==> src/rtl/fle_array_gen.sv <==
// Array of fracturable logic elements with a serial configuration chain, a register chain and a scan chain.
// Optional FF init-on-configure feature is enabled by defining FLE_FF_INIT_EN.
module fle_array_gen #(
   parameter int K       = 4,
   parameter int NUM_FLE = 2
) (
   input  logic                   clk,
   input  logic                   rst_n,
   input  logic                   cfg_en,
   input  logic                   cfg_in,
   output logic                   cfg_out,
   output logic                   cfg_done,
   input  logic                   test_en,
   input  logic [NUM_FLE*K-1:0]   fabric_in,
   input  logic                   fabric_regin,
   input  logic                   fabric_sc_in,
   output logic [2*NUM_FLE-1:0]   fabric_out,
   output logic                   fabric_regout,
   output logic                   fabric_sc_out
);

   localparam int MEM = 1 << K;
`ifdef FLE_FF_INIT_EN
   localparam int W = MEM + 6;
`else
   localparam int W = MEM + 4;
`endif
   localparam int CFG_LEN = NUM_FLE * W;
   localparam int CW      = $clog2(CFG_LEN + 1);

   logic [CFG_LEN-1:0] r_sr;
   logic [CW-1:0]      r_cnt;
   logic               r_cfg_done;
   logic [NUM_FLE-1:0] r_ff0;
   logic [NUM_FLE-1:0] r_ff1;

   logic [NUM_FLE-1:0] w_d0;
   logic [NUM_FLE-1:0] w_d1;
   logic [NUM_FLE-1:0] w_scan0;
`ifdef FLE_FF_INIT_EN
   logic [NUM_FLE-1:0] w_init0;
   logic [NUM_FLE-1:0] w_init1;
   logic               w_done_rise;
`endif
   logic               w_cnt_full;

   assign w_cnt_full = (r_cnt == CW'(CFG_LEN));

   for (genvar f = 0; f < NUM_FLE; f++) begin : g_fle
      logic [W-1:0]   w_field;
      logic [MEM-1:0] w_mem;
      logic [K-2:0]   w_lo;
      logic [K-1:0]   w_idx;
      logic           w_frac;
      logic           w_out0_sel;
      logic           w_out1_sel;
      logic           w_d0_sel;
      logic           w_lut0;
      logic           w_lut1;
      logic           w_chain;

      assign w_field    = r_sr[f*W +: W];
      assign w_mem      = w_field[MEM-1:0];
      assign w_frac     = w_field[MEM];
      assign w_out0_sel = w_field[MEM+1];
      assign w_out1_sel = w_field[MEM+2];
      assign w_d0_sel   = w_field[MEM+3];
      assign w_lo       = fabric_in[f*K +: K-1];
      assign w_idx      = fabric_in[f*K +: K];

      // lut1 always reads the upper half; lut0 spans the full table when unfractured
      assign w_lut1 = w_mem[{1'b1, w_lo}];
      assign w_lut0 = w_frac ? w_mem[{1'b0, w_lo}] : w_mem[w_idx];

      if (f == 0) begin : g_first
         assign w_chain    = fabric_regin;
         assign w_scan0[f] = fabric_sc_in;
      end else begin : g_rest
         assign w_chain    = r_ff1[f-1];
         assign w_scan0[f] = r_ff1[f-1];
      end

      assign w_d0[f] = w_d0_sel ? w_chain : w_lut0;
      assign w_d1[f] = w_lut1;

`ifdef FLE_FF_INIT_EN
      assign w_init0[f] = w_field[MEM+4];
      assign w_init1[f] = w_field[MEM+5];
`endif

      assign fabric_out[2*f]   = r_cfg_done & (w_out0_sel ? r_ff0[f] : w_lut0);
      assign fabric_out[2*f+1] = r_cfg_done & (w_out1_sel ? r_ff1[f] : w_lut1);
   end

`ifdef FLE_FF_INIT_EN
   assign w_done_rise = w_cnt_full && !cfg_en && !r_cfg_done;
`endif

   always_ff @(posedge clk or negedge rst_n) begin
      if (!rst_n) begin
         r_sr       <= '0;
         r_cnt      <= '0;
         r_cfg_done <= 1'b0;
      end else begin
         r_cfg_done <= w_cnt_full && !cfg_en;
         if (cfg_en) begin
            r_sr <= {r_sr[CFG_LEN-2:0], cfg_in};
            // a shift while configured restarts the load; otherwise saturate
            if (r_cfg_done)
               r_cnt <= CW'(1);
            else if (!w_cnt_full)
               r_cnt <= r_cnt + 1'b1;
         end
      end
   end

   always_ff @(posedge clk or negedge rst_n) begin
      if (!rst_n) begin
         r_ff0 <= '0;
         r_ff1 <= '0;
      end else if (cfg_en) begin
         r_ff0 <= r_ff0;
         r_ff1 <= r_ff1;
`ifdef FLE_FF_INIT_EN
      end else if (w_done_rise) begin
         r_ff0 <= w_init0;
         r_ff1 <= w_init1;
`endif
      end else if (test_en) begin
         r_ff0 <= w_scan0;
         r_ff1 <= r_ff0;
      end else if (r_cfg_done) begin
         r_ff0 <= w_d0;
         r_ff1 <= w_d1;
      end
   end

   assign cfg_out       = r_sr[CFG_LEN-1];
   assign cfg_done      = r_cfg_done;
   assign fabric_regout = r_ff1[NUM_FLE-1];
   assign fabric_sc_out = r_ff1[NUM_FLE-1];

endmodule

==> config.mk <==
export PLATFORM = sky130hd
export DESIGN_NAME = fle_array_gen
export DESIGN_NICKNAME = d
export VERILOG_FILES = /design/src/rtl/fle_array_gen.sv
export SDC_FILE = /design/constraint.sdc
export NUM_CORES = 1
export LEC_CHECK = 0
export CAP_MARGIN = 15
export CORE_MARGIN = 5
export CORE_UTILIZATION = 35
export DETAILED_ROUTE_END_ITERATION = 10
export GPL_TIMING_DRIVEN = 0
export SYNTH_ARGS = -nofsm -noshare
export SYNTH_HDL_FRONTEND = slang
export SYNTH_SLANG_ARGS = --single-unit
==> constraint.sdc <==
create_clock -name clk -period 3.75 [get_ports clk]
set_input_delay 0.75 -clock clk [delete_from_list [all_inputs] [get_ports clk]]
set_output_delay 0.75 -clock clk [all_outputs]
set_load 0.005 [all_outputs]
==> results.sh <==
export IMPL_via_per_inst=4.95
export IMPL_relSlewSlack=0.612
export IMPL_fin_ws_ps=124
export IMPL_holdCritPathClass="primary input to asynchronous set/reset pin"
export IMPL_ys_flop_type="dfrtp_1"
export IMPL_clkLatencyLatePin_ps=300
export IMPL_die_x_um=93.9
export IMPL_fin_util=0.426
export IMPL_firstDrtPassIters=4
export IMPL_power_uw=1610
export IMPL_ys_ff_latch=51
export IMPL_drc=0
export IMPL_synth_nets=201
export IMPL_place_ws_ps=66.9
export IMPL_r2r_end="r_ff0[0]"
export IMPL_async_flop_share=1.00
export IMPL_drive_gt1_frac=0.243
export IMPL_cp_start_kind="primary input"
export IMPL_dieArea_mm2=0.00882
export IMPL_clk_pin_slew_worst_paths_ps=90
export IMPL_cts_hold_buf=0
export IMPL_grt_overflow=0
export IMPL_fin_skew_ps=9.18
export IMPL_grt_pass1_vias=1568
export IMPL_grt_max_degree=28
export IMPL_grt_use_total=0.109
export IMPL_met3_length_um=154
export IMPL_cts_repair_resized=0
export IMPL_power_density_mw_per_mm2=554
export IMPL_highest_layer="met4"
export IMPL_yosys_warnings=0
export IMPL_place_hpwl_mm=3.23
export IMPL_core_rowCount=30
export IMPL_antenna_found_initial=0
export IMPL_placed_area_mm2=0.00282
export IMPL_finalMaxSlewViolations=0
export IMPL_cp_startpoint="fabric_in[5]"
export IMPL_routed_wl_mm=4.44
export IMPL_numPortBuffers=22
export IMPL_critical_path_class="primary input to primary output"
export IMPL_seq_area_frac_synth=0.518
export IMPL_synthTopCellsByArea="dfrtp_1, mux2_2, mux4_1"
export IMPL_io_pin_count=23
export IMPL_antenna_cells=0
export IMPL_synth_avg_cell_area_um2=13.4
export IMPL_synth_top_area_share=0.518
export IMPL_max_freq_ghz=0.276
export IMPL_met1_length_mm=2.12
export IMPL_cts_made_buffers=5
export IMPL_htreeDepth=2
export IMPL_crit_path_end_kind="primary output"
export IMPL_cap_viol_max_count=0
export IMPL_worst_pin_slew_ps=581
export IMPL_fin_area_mm2=0.00291
export IMPL_period_needed_ps=3630
export IMPL_cts_tree="done"
export IMPL_nets=231
export IMPL_synth_largest_area_cell="dfrtp_1"
export IMPL_finalSetupViolations=0
export IMPL_start_util=0.361
export IMPL_wl_per_cell_um=14.3
export IMPL_worstPathMaxFanout=4
export IMPL_synth_edff_count=0
export IMPL_worstPathRequired_ps=3000
export IMPL_syn_inst=184
export IMPL_regToRegSetupSlack_ps=2140
export IMPL_crit_path_cell_trace="clkdlybuf4s50_1 > mux4_1 > mux2_4 > nor3_1 > nor3_1 > clkdlybuf4s50_1"
export IMPL_finalHoldViolCount=0
export IMPL_worst_path_max_delay_cell="clkdlybuf4s50_1"
export IMPL_rsz0062_at_grt="false"
export IMPL_ant_nets=0
export IMPL_yosysUniqueCellTypes=30
export IMPL_reg2reg_depth=4
export IMPL_leakagePower_uw=0.00132
export IMPL_met2_length_mm=2.10
export IMPL_cts_buffer_depth=2
export IMPL_netlist_area_mm2=0.00246
export IMPL_area_delta_synth_final_pct=18.1
export IMPL_clock_sinks=51
export IMPL_arrival_ps=2880
export IMPL_grt_pass1_wl_mm=7.73
export IMPL_root_buffer="clkbuf_8"
export IMPL_worst_path_largest_cell_delay_ps=580
export IMPL_num_vias=1536
export IMPL_r2r_start="r_sr[1]"
export IMPL_vdd_ir_drop_worst_uv=145
export IMPL_status="complete, no violations"
export IMPL_finalCritPeriodShare=0.967
export IMPL_first_iter_violations=41
export IMPL_gp_congestion=0.788
export IMPL_fin_tns_setup_ps=0
export IMPL_die_h_um=93.9
export IMPL_post_cts_setup_buffers=0
export IMPL_coreArea_mm2=0.00683
[flip-flops by register name, summed over array words and instances, names as in the netlist]
name,flops
r_sr,40
r_cnt,6
r_ff0,2
r_ff1,2
cfg_done,1
[area by class of cell]
type | instances | area, um2
Multi-Input combinational cell | 116 | 1120
Tap cell | 96 | 120
Buffer | 9 | 37.5
Sequential cell | 51 | 1280
Timing Repair Buffer | 23 | 238
Inverter | 8 | 30.0
Clock buffer | 6 | 82.6
Fill cell | 654 | 3920
Clock inverter | 1 | 5.00
[synth_stat cells (all sizes together), types with 2 or more instances]
| library cell | count |
|---|---|
| nand2 | 5 |
| mux4 | 8 |
| mux2i | 5 |
| clkbuf | 3 |
| a22o | 3 |
| o221ai | 2 |
| o21ai | 6 |
| mux2 | 42 |
| a221o | 2 |
| nor3 | 7 |
| nor3b | 2 |
| buf | 6 |
| dfrtp | 51 |
| nand3 | 2 |
| inv | 8 |
| a21oi | 6 |
| nor2 | 6 |
| o211a | 2 |
| nand2b | 6 |
| o22ai | 3 |
| ha | 2 |
[cell usage in the layout (no fill, tap or decap), types with 6 or more instances in the layout]
cell and n:
dfrtp_1 51, mux2_2 40, clkdlybuf4s50_1 20, inv_1 8
mux4_1 8, nor3_1 7, nand2b_1 6, nor2_1 6
o21ai_0 6, a21oi_1 6, clkbuf_8 6
[critical path, delay by kind of cell]
| family | cells | cell delay [ps] |
|---|---|---|
| buffers and inverters | 2 | 1030 |
| multiplexers | 2 | 880 |
| AND/OR/NAND/NOR | 2 | 220 |
[cell families (layout without fill, tap and decap cells)]
group,count (synthesis),count (layout),share of synthesized area
adder cells (fa/ha/maj),2,2,0.0102
buffers and inverters,17,47,0.0274
AND/OR/NAND/NOR,32,32,0.0676
flip-flops,51,51,0.518
AO/OA/AOI/OAI,27,27,0.0762
multiplexers,55,55,0.301
[metrics by stage]
stage               hold slack, ps  instances
floorplan                      454        184
global placement               497        302
detailed placement             507        303
CTS                            462        310
global route                   489        310
finish                         440        310
[where the power goes]
| part | switching [uW] | internal [uW] |
|---|---|---|
| combinational | 155 | 273 |
| sequential | 139 | 725 |
| clock | 174 | 145 |
| total | 468 | 1140 |
[how the worst max path moves through the flow]
stage                                to  slack, ps  depth (start not counted)
final                     fabric_out[2]        120                          6
after global routing      fabric_out[2]          5                          6
after CTS                 fabric_out[0]         70                          6
after detailed placement  fabric_out[0]         70                          6
after global placement    fabric_out[0]         70                          6
after floorplan           fabric_out[0]       1210                          4
[metal layers]
metal / global-route usage / vias up
li1: - / 742
met1: 0.145 / 763
met2: 0.176 / 25
met3: 0.0240 / 6
met4: 0.0361 / 0
met5: 0 / -
No activity file was read; power rests on OpenSTA's default activity.
